--- config.mk ---
export PLATFORM = sky130hd
export DESIGN_NAME = nn_solver_sequencer
export DESIGN_NICKNAME = d
export VERILOG_FILES = /design/src/rtl/nn_solver_sequencer_pkg.sv /design/src/rtl/nn_solver_sequencer_phase_timer.sv /design/src/rtl/nn_solver_sequencer.sv
export SDC_FILE = /design/constraint.sdc
export NUM_CORES = 1
export LEC_CHECK = 0
export ABC_AREA = 1
export CORE_MARGIN = 1
export CORE_UTILIZATION = 35
export CTS_BUF_LIST = sky130_fd_sc_hd__clkbuf_4 sky130_fd_sc_hd__clkbuf_8
export DETAILED_ROUTE_END_ITERATION = 8
export PLACE_DENSITY = 0.54
export SLEW_MARGIN = 10
export SYNTH_ARGS = -nofsm -noshare
export SYNTH_HDL_FRONTEND = slang
export SYNTH_HIERARCHICAL = 1
export SYNTH_SLANG_ARGS = --single-unit
--- constraint.sdc ---
create_clock -name CLK -period 6.19 [get_ports CLK]
set_clock_uncertainty 0.15 [all_clocks]
set_input_delay 1.238 -clock CLK [delete_from_list [all_inputs] [get_ports CLK]]
set_output_delay 1.238 -clock CLK [all_outputs]
set_load 0.02 [all_outputs]
--- src/rtl/nn_solver_sequencer_pkg.sv ---
// Shared definitions for the NN solver control path: sequencer states,
// training-mode encoding and phase-counter sizing.
package nn_solver_sequencer_pkg;

   typedef logic [2:0] seq_state_t;

   localparam seq_state_t ST_IDLE      = 3'd0;
   localparam seq_state_t ST_INIT_LOAD = 3'd1;
   localparam seq_state_t ST_PROPAGATE = 3'd2;
   localparam seq_state_t ST_UPDATE    = 3'd3;
   localparam seq_state_t ST_WASTE     = 3'd4;
   localparam seq_state_t ST_FINISH    = 3'd5;
   localparam seq_state_t ST_DONE      = 3'd6;

   // Mode encoding shared with the training block.
   localparam logic MODE_MANHATTAN = 1'b1;
   localparam logic MODE_ADAM      = 1'b0;

   // Width of a down-counter that must hold (longest phase - 1).
   function automatic int unsigned phase_cnt_w(input int unsigned a,
                                               input int unsigned b,
                                               input int unsigned c);
      int unsigned m;
      m = a;
      if (b > m) m = b;
      if (c > m) m = c;
      return (m > 1) ? 32'($clog2(m)) : 32'd1;
   endfunction

   localparam int unsigned PHASE_CNT_W = phase_cnt_w(2, 4, 3);

endpackage

--- src/rtl/nn_solver_sequencer_phase_timer.sv ---
// Loadable down-counter timing the current sequencer phase; flags the
// last cycle of the phase now and the last cycle as seen after the next edge.
module nn_solver_sequencer_phase_timer
   import nn_solver_sequencer_pkg::*;
#(
   parameter int unsigned W = PHASE_CNT_W
) (
   input  logic         clk,
   input  logic         rst,
   input  logic         load,
   input  logic [W-1:0] load_val,
   output logic         last_c,
   output logic         last_nxt_c
);

   logic [W-1:0] cnt;

   // Reload on phase entry, otherwise count down and park at zero.
   always_ff @(posedge clk) begin
      if (rst) begin
         cnt <= '0;
      end else if (load) begin
         cnt <= load_val;
      end else if (cnt != '0) begin
         cnt <= cnt - W'(1);
      end
   end

   assign last_c     = (cnt == '0);
   assign last_nxt_c = load ? (load_val == '0) : (cnt <= W'(1));

endmodule

--- src/rtl/nn_solver_sequencer.sv ---
// Cycle-schedule sequencer for the NN nonlinear solver: initial load,
// propagate / update / waste iterations, early exit, best-weight readout.
module nn_solver_sequencer
   import nn_solver_sequencer_pkg::*;
#(
   parameter int unsigned NUM_UNKNOWNS = 2,
   parameter int unsigned PIPE_LATENCY = 4,
   parameter int unsigned EXTRA_CYCLES = 3,
   parameter int unsigned MAX_ITERS    = 16,
   parameter int unsigned ITER_WIDTH   = 8
) (
   input  logic                  CLK,
   input  logic                  RESET,
   input  logic                  START,
   input  logic                  TRAINING_MODE,
   input  logic                  TRAINING_DONE,
   output logic                  INITIAL_READ_FLAG,
   output logic                  OLD_WEIGHT_RD,
   output logic                  WRITE_TRAINING,
   output logic                  STALL,
   output logic                  FINISH,
   output logic                  FINISH_FIRST_MANHATTAN_ITER,
   output logic                  FINISH_SECOND_MANHATTAN_ITER,
   output logic                  BUSY,
   output logic                  DONE,
   output logic [ITER_WIDTH-1:0] ITER_COUNT
);

   localparam int unsigned PH_W = phase_cnt_w(NUM_UNKNOWNS, PIPE_LATENCY, EXTRA_CYCLES);
   localparam logic [PH_W-1:0] LD_NU = PH_W'(NUM_UNKNOWNS - 1);
   localparam logic [PH_W-1:0] LD_PL = PH_W'(PIPE_LATENCY - 1);
   localparam logic [PH_W-1:0] LD_EC = PH_W'(EXTRA_CYCLES - 1);
   localparam logic [ITER_WIDTH-1:0] ITER_MAX = ITER_WIDTH'(MAX_ITERS);

   seq_state_t            state_q, state_nxt;
   logic [ITER_WIDTH-1:0] iter_q, iter_nxt, iter_inc;
   logic                  mode_q, mode_nxt;
   logic                  latch_q, latch_nxt;
   logic                  done_eff;
   logic                  phase_load;
   logic [PH_W-1:0]       phase_val;
   logic                  phase_last;
   logic                  phase_last_nxt;

   logic irf_nxt, upd_nxt, stall_nxt, fin_nxt, m1_nxt, m2_nxt, busy_nxt, done_nxt;

   nn_solver_sequencer_phase_timer #(
      .W (PH_W)
   ) u_phase_timer (
      .clk        (CLK),
      .rst        (RESET),
      .load       (phase_load),
      .load_val   (phase_val),
      .last_c     (phase_last),
      .last_nxt_c (phase_last_nxt)
   );

   // State, iteration count, mode/done latches and registered strobes.
   always_ff @(posedge CLK) begin
      if (RESET) begin
         state_q                      <= ST_IDLE;
         iter_q                       <= '0;
         mode_q                       <= MODE_ADAM;
         latch_q                      <= 1'b0;
         INITIAL_READ_FLAG            <= 1'b0;
         OLD_WEIGHT_RD                <= 1'b0;
         WRITE_TRAINING               <= 1'b0;
         STALL                        <= 1'b0;
         FINISH                       <= 1'b0;
         FINISH_FIRST_MANHATTAN_ITER  <= 1'b0;
         FINISH_SECOND_MANHATTAN_ITER <= 1'b0;
         BUSY                         <= 1'b0;
         DONE                         <= 1'b0;
      end else begin
         state_q                      <= state_nxt;
         iter_q                       <= iter_nxt;
         mode_q                       <= mode_nxt;
         latch_q                      <= latch_nxt;
         INITIAL_READ_FLAG            <= irf_nxt;
         OLD_WEIGHT_RD                <= upd_nxt;
         WRITE_TRAINING               <= upd_nxt;
         STALL                        <= stall_nxt;
         FINISH                       <= fin_nxt;
         FINISH_FIRST_MANHATTAN_ITER  <= m1_nxt;
         FINISH_SECOND_MANHATTAN_ITER <= m2_nxt;
         BUSY                         <= busy_nxt;
         DONE                         <= done_nxt;
      end
   end

   assign ITER_COUNT = iter_q;
   assign iter_inc   = (iter_q >= ITER_MAX) ? iter_q : iter_q + ITER_WIDTH'(1);

   // Next-state, counter and latch update; phase timer reloads on any state change.
   always_comb begin
      state_nxt = state_q;
      iter_nxt  = iter_q;
      mode_nxt  = mode_q;
      latch_nxt = latch_q;
      done_eff  = latch_q | TRAINING_DONE;
      phase_val = '0;

      case (state_q)
         ST_IDLE: begin
            latch_nxt = 1'b0;
            if (START) begin
               state_nxt = ST_INIT_LOAD;
               iter_nxt  = '0;
               mode_nxt  = TRAINING_MODE;
            end
         end
         ST_INIT_LOAD: begin
            latch_nxt = done_eff;
            if (phase_last) begin
               state_nxt = done_eff ? ST_FINISH : ST_PROPAGATE;
            end
         end
         ST_PROPAGATE: begin
            latch_nxt = done_eff;
            if (done_eff) begin
               state_nxt = ST_FINISH;
            end else if (phase_last) begin
               state_nxt = ST_UPDATE;
            end
         end
         ST_UPDATE: begin
            latch_nxt = done_eff;
            if (phase_last) begin
               iter_nxt  = iter_inc;
               state_nxt = ((iter_inc == ITER_MAX) || done_eff) ? ST_FINISH : ST_WASTE;
            end
         end
         ST_WASTE: begin
            latch_nxt = done_eff;
            if (done_eff) begin
               state_nxt = ST_FINISH;
            end else if (phase_last) begin
               state_nxt = ST_PROPAGATE;
            end
         end
         ST_FINISH: begin
            if (phase_last) begin
               state_nxt = ST_DONE;
            end
         end
         ST_DONE: begin
            state_nxt = ST_IDLE;
         end
         default: begin
            state_nxt = ST_IDLE;
         end
      endcase

      phase_load = (state_nxt != state_q);
      case (state_nxt)
         ST_INIT_LOAD, ST_UPDATE, ST_FINISH: phase_val = LD_NU;
         ST_PROPAGATE:                       phase_val = LD_PL;
         ST_WASTE:                           phase_val = LD_EC;
         default:                            phase_val = '0;
      endcase
   end

   // Strobe decode of the upcoming state, registered on the next edge.
   always_comb begin
      irf_nxt   = (state_nxt == ST_INIT_LOAD);
      upd_nxt   = (state_nxt == ST_UPDATE);
      stall_nxt = (state_nxt == ST_WASTE);
      fin_nxt   = (state_nxt == ST_FINISH);
      busy_nxt  = (state_nxt != ST_IDLE);
      done_nxt  = (state_nxt == ST_DONE);
      m1_nxt    = 1'b0;
      m2_nxt    = 1'b0;
      if ((mode_nxt == MODE_MANHATTAN) && upd_nxt && phase_last_nxt) begin
         m1_nxt = (iter_nxt == ITER_WIDTH'(0));
         m2_nxt = (iter_nxt == ITER_WIDTH'(1));
      end
   end

endmodule

Word-level counts from Yosys, hierarchy flattened
Index checks and enable logic that the tools add are counted.
{ "totals": {"register_bits": 23, "in_bits": 5} }
{ "op_classes": {"add_sub_neg": 2, "n_lt_le_gt_ge": 2, "eq_ne": 14, "muxes": 22, "n_bitwise": 2, "n_reduce_logical": 14} }
{ "op_table": {"columns": ["cell", "count"], "rows": [
  ["2-to-1 mux 3 bit", 9],
  ["2-to-1 mux 8 bit", 3],
  ["one-hot mux 3 bit (6 select lines)", 1],
  ["one-hot mux 8 bit (2 select lines)", 1],
  ["equality test 3 bit, second input constant", 5],
  ["equality test 3 x 2 -> 1 bit, second input constant", 4],
  ["adder 8 x 1 -> 8 bit, second input constant", 1],
  ["equality test 8 x 1 -> 1 bit, second input constant", 1],
  ["equality test 8 x 5 -> 1 bit, second input constant", 1],
  ["greater-or-equal comparator 8 x 5 -> 1 bit, second input constant", 1],
  ["zero test 8 bit", 1],
  ["equality test 3 x 1 -> 1 bit, second input constant", 2],
  ["one-hot mux 2 bit (3 select lines)", 1],
  ["nonzero test 2 bit", 3],
  ["zero test 2 bit", 2],
  ["2-to-1 mux 1 bit", 4],
  ["2-to-1 mux 2 bit", 2],
  ["OR reduction 4 bit", 1],
  ["zero test 3 bit", 1],
  ["inequality test 3 bit", 1],
  ["nonzero test 3 bit", 1],
  ["OR reduction 3 bit", 1],
  ["less-or-equal comparator 2 x 1 -> 1 bit, second input constant", 1],
  ["logical AND 1 bit", 2],
  ["6 further kinds", 6]
]} }

Longest topological paths before layout
{ "logic_depth": {"ltp_word": 15, "mapped_depth": 23, "ltp_nobuf": 23} }

Modules after synthesis
The synthesis kept the hierarchy.
{ "modules_own_cells": {"columns": ["mod", "n_inst", "cells_each", "area_each_um2", "seq_area_each_um2"], "rows": [
  ["nn_solver_sequencer", 1, 182, 1167.4, 420.4],
  ["nn_solver_sequencer_phase_timer", 1, 26, 153.9, 40.0]
]} }

Worst setup path before layout
OpenSTA, ideal clock, no wires.
{ "synth_path": {"path_type": "in2reg", "from": "input TRAINING_DONE", "to": "register FINISH_FIRST_MANHATTAN_ITER", "setup_time_ns": 0.064, "arrival_time_ns": 2.937, "setup_slack_ns": 3.039, "path_stages": 20, "cell_sequence": "inv_1 -> nand2_1 -> inv_1 -> o21ai_0 -> a21boi_2 -> nand2_2 -> inv_2 -> nor2_1 -> nor3_1 -> nand2_1 -> inv_1 -> o21ai_0 -> nand2_1 -> a21boi_0 -> nand2_1 -> nor2_1 -> nand3_1 -> nor2_1 -> nand3_1 -> nor2_1"} }
{ "synth_between": {"elab_cells_between_ends": 23, "classes_between": "6 x eq/ne; 9 x mux; 2 x bitwise; 6 x reduce/logical"} }
{ "synth_rtl": {"columns": ["item", "line", "rtl"], "rows": [
  ["start, declared", "nn_solver_sequencer.sv:16", "input logic TRAINING_DONE,"],
  ["OR 1 bit (*)", "nn_solver_sequencer.sv:100", "done_eff = latch_q | TRAINING_DONE;"],
  ["logical OR 1 bit", "nn_solver_sequencer.sv:130", "state_nxt = ((iter_inc == ITER_MAX) || done_eff) ? ST_FINISH : ST_WASTE;"],
  ["2-to-1 mux 1 bit", "nn_solver_sequencer.sv:130", null],
  ["2-to-1 mux 3 bit", "nn_solver_sequencer.sv:128", "if (phase_last) begin"],
  ["one-hot mux 3 bit (6 select lines) (*)", "nn_solver_sequencer.sv:103", "case (state_q)"],
  ["inequality test 3 bit (*)", "nn_solver_sequencer.sv:154", "phase_load = (state_nxt != state_q);"],
  ["via phase_load", "nn_solver_sequencer.sv:40", "logic phase_load;"],
  ["2-to-1 mux 1 bit (*)", "nn_solver_sequencer_phase_timer.sv:30", "assign last_nxt_c = load ? (load_val == '0) : (cnt <= W'(1));"],
  ["via phase_last_nxt", "nn_solver_sequencer.sv:43", "logic phase_last_nxt;"],
  ["logical AND 1 bit (*)", "nn_solver_sequencer.sv:173", "if ((mode_nxt == MODE_MANHATTAN) && upd_nxt && phase_last_nxt) begin"],
  ["NOT 1 bit (no source line) (*)", null, null],
  ["OR reduction 2 bit (no source line) (*)", null, null],
  ["end signal, assigned", "nn_solver_sequencer.sv:84", "FINISH_FIRST_MANHATTAN_ITER <= m1_nxt;"],
  ["end, declared", "nn_solver_sequencer.sv:22", "output logic FINISH_FIRST_MANHATTAN_ITER,"]
]} }
The timed path passes the listed nets; every way through them passes the cells marked *.
A chain may end at the register's enable or synchronous reset.

Final worst setup path
{ "layout_path": {"from": "input TRAINING_DONE", "to": "register FINISH_SECOND_MANHATTAN_ITER"} }
{ "layout_between": {"elab_cells_between_ends": 23, "classes_between": "6 x eq/ne; 9 x mux; 2 x bitwise; 6 x reduce/logical"} }
{ "layout_rtl": {"columns": ["item", "line", "rtl"], "rows": [
  ["OR 1 bit (*)", "nn_solver_sequencer.sv:100", null],
  ["logical OR 1 bit", "nn_solver_sequencer.sv:130", null],
  ["2-to-1 mux 1 bit", "nn_solver_sequencer.sv:130", null],
  ["2-to-1 mux 3 bit", "nn_solver_sequencer.sv:128", null],
  ["one-hot mux 3 bit (6 select lines) (*)", "nn_solver_sequencer.sv:103", null],
  ["inequality test 3 bit (*)", "nn_solver_sequencer.sv:154", null],
  ["via phase_load", "nn_solver_sequencer.sv:40", null],
  ["2-to-1 mux 1 bit (*)", "nn_solver_sequencer_phase_timer.sv:30", null],
  ["via phase_last_nxt", "nn_solver_sequencer.sv:43", null],
  ["logical AND 1 bit (*)", "nn_solver_sequencer.sv:173", null],
  ["NOT 1 bit (no source line) (*)", null, null],
  ["OR reduction 2 bit (no source line) (*)", null, null],
  ["end signal, assigned", "nn_solver_sequencer.sv:85", "FINISH_SECOND_MANHATTAN_ITER <= m2_nxt;"],
  ["end, declared", "nn_solver_sequencer.sv:23", "output logic FINISH_SECOND_MANHATTAN_ITER,"]
]} }
Marked as above.

==> run_results.csv <==
group,metric,value,unit
outcome,outcome,"finished, final reports clean",
sta,slew_violations,0,
hold_path,hold_class,"reg2reg",
route,dr.pass1.iters,5,
yosys,synth_edf_count,0,
yosys,synth_nets,217,
place,portBuffers,21,
pwr,pwr-share-comb,56.8,%
setup_path,path_max_fanout,5,
setup_path,rr_startpoint,"u_phase_timer/cnt[1]",
pwr,cellPowerDensity,420,mW/mm2
yosys,yosysMostFrequentCell,"nand2_1",
final_layout,n_antenna_cell,0,
setup_path,cp-startpoint,"TRAINING_DONE",
yosys,synthDistinctLibCells,26,
sta,max_freq,276,MHz
global_routing,grt_pass1_wl,5.32,mm
global_routing,overflow,0,
sta,setup_viol_count_final,0,
sta,final-hold-violation-count,0,
die,core,0.00347,mm2
clock_tree,cts.sinks,23,
clock_tree,cts_buffers,3,
clock_tree,cts_hold_buf,0,
clock_tree,clk_pin_slew,0.08,ns
yosys,yosysTopAreaCellShare,34.8,%
sta,hold_ws,0.359,ns
yosys,yosysSeqAreaShare,34.8,%
route,vias,1307,
clock_tree,cts-root-buf,"clkbuf_8",
pwr,p_switching,324,uW
setup_path,critical_path_class,"in2reg",
sta,finalCritPeriodShare,58.4,%
place,gp_congestion,0.847,
final_layout,num-fill-cells,383,
route,drt_wl_total,3.13,mm
die,io_pins,22,
pwr,seqPwrFrac,29.5,%
yosys,async_flop_share,0,%
die,fp-row-count,21,
setup_path,reg2reg_slack,3.19,ns
place,place_inst,273,
yosys,synth_seq_cells,23,
sta,tightestPinTransition,0.626,ns
pwr,clkPwrFrac,13.7,%
route,drtAntennaViolNets,0,
global_routing,grt_pass1_vias,1255,
hold_path,worstHoldStart,"mode_q",
route,wl_per_cell,11.3,um
sta,setup_tns,0,ns
yosys,yosysTopAreaCell,"dfxtp_1",
pwr,p_int,358,uW
die,start_util,38.1,%
clock_tree,h-tree-depth,1,
sta,slew_headroom,58.1,%
clock_tree,postCtsSetupBuffers,0,
final_layout,largest_register_ff_count,8,
yosys,netlist_top_cells_count,"nand2_1, nor2_1, inv_1, dfxtp_1, nand3_1",
global_routing,grt_max_degree,16,
route,remaining_drc_errors,0,
hold_path,hold_depth,2,
route,via_per_inst,4.72,
die,die_area,0.00402,mm2
pwr,ir_worst_vdd,0.260,mV
sta,layout_setup_ws,2.57,ns
yosys,yosysWarningCount,6,
die,die_w,63.4,um
die,die_h,63.4,um
setup_path,crit_path_end_kind,"flop",
yosys,ys.flop_type,"dfxtp_1",
global_routing,grt_use_total,16.8,%
setup_path,worstPathArrival,3.67,ns
setup_path,r2r_cells,21,
yosys,avgSynthCellArea,6.35,um2
pwr,leakage,0.774,nW
hold_path,min_to,"mode_q",
final_layout,final_cells,277,
run,max_cap_violations,0,
sta,finalCriticalPeriod,3.62,ns
clock_tree,cts_tree,"yes",
place,place_hpwl,2.42,mm
sta,rsz0062_at_grt,"false",
final_layout,fin_area,0.00162,mm2
clock_tree,cts_resized,0,
place,place_area,0.00158,mm2
clock_tree,cts_buffer_depth,2,
yosys,postSynthCellCount,208,
place,pre_cts_ws,2.31,ns
final_layout,nets,241,
clock_tree,worstSkewPairLatency,0.26,ns
yosys,syn_area,0.00132,mm2
setup_path,r2r-end,"FINISH_SECOND_MANHATTAN_ITER",
setup_path,cp.required,6.24,ns
pwr,switching_share,47.5,%
final_layout,layout-drive-gt1-share,10.4,%
setup_path,start_kind,"primary input",
final_layout,syn_to_final_growth,22.9,%
route,drt-initial-drc-count,76,
yosys,synth_top_cells_by_area,"dfxtp_1, nand2_1, nor2_1",
global_routing,antenna_found_initial,0,
cell type report:
class                      count  area [um2]  share of cell area, %
clock inverter                 1        5.00                  0.308
sequential                    23         460                   28.4
tap                           46        57.6                   3.54
timing repair buffer          21         210                   12.9
inverter                      38         143                   8.78
clock buffer                   3        41.3                   2.54
multi-input combinational    145         707                   43.5
cells in the final DEF (no fill, tap or decap), drive strengths merged:
cell and instances:
a21boi 2, and2 1, clkinv 1, nand2 58, a211oi 1, nand3b 1
dfxtp 23, o21bai 1, o22ai 2, o221ai 1, clkdlybuf4s50 21, nor2 37
o21ai 5, nand4 3, clkbuf 3, inv 38, ha 4, nand3 18
a21oi 6, nor3 5
through the flow:
stage / power (mW) / utilization (%)
floorplan: 0.495 / -
global placement: 0.583 / 45.5
detailed placement: 0.588 / 45.5
CTS: 0.687 / 46.8
global route: 0.746 / 46.8
finish: 0.682 / 46.8
critical path, stage by stage:
cell and delay (ns):
clkdlybuf4s50_1 0.45, inv_1 0.03, nand2_1 0.09, inv_1 0.09, nand2_1 0.07, nand2_1 0.05
o21ai_1 0.09, nand2_2 0.10, inv_2 0.10, nor2_1 0.05, nor3_1 0.18, nand2_1 0.15
inv_1 0.13, o21ai_0 0.09, nand2_1 0.06, a21boi_0 0.17, nand2_1 0.07, nor2_1 0.10
nand3_1 0.07, nor2_1 0.09, nand3_1 0.10, nor2_1 0.10
how the worst max path moves through the flow:
stage,endpoint,cells after the start
global placement,FINISH_SECOND_MANHATTAN_ITER,19
finish,FINISH_SECOND_MANHATTAN_ITER,22
detailed placement,FINISH_SECOND_MANHATTAN_ITER,22
CTS,FINISH_SECOND_MANHATTAN_ITER,22
floorplan,FINISH_FIRST_MANHATTAN_ITER,20
global route,FINISH_FIRST_MANHATTAN_ITER,22
power by group through the flow:
stage                     Sequential, mW  Clock [mW]  Combinational (mW)
final                              0.201      0.0933               0.387
after detailed placement           0.204           0               0.385
after floorplan                    0.213           0               0.282
after global placement             0.204           0               0.379
after CTS                          0.201      0.0984               0.387
after global routing               0.205       0.104               0.436
kinds of logic after synthesis:
| family | Yosys count | synth area share, % |
|---|---|---|
| buf+inv | 40 | 11.6 |
| fa+ha+maj | 4 | 3.79 |
| simple gates | 123 | 41.4 |
| flops | 23 | 34.8 |
| compound gates | 18 | 8.33 |
routing by layer:
| layer | global-route usage [%] | vias up | wire length (um) |
|---|---|---|---|
| li1 | - | 689 | - |
| met1 | 21.4 | 587 | 1550 |
| met2 | 27.9 | 27 | 1420 |
| met3 | 2.36 | 4 | 124 |
| met4 | 7.10 | 0 | 35 |
| met5 | 0 | - | 0 |
Note: power is estimated with default switching activity, not from simulation.
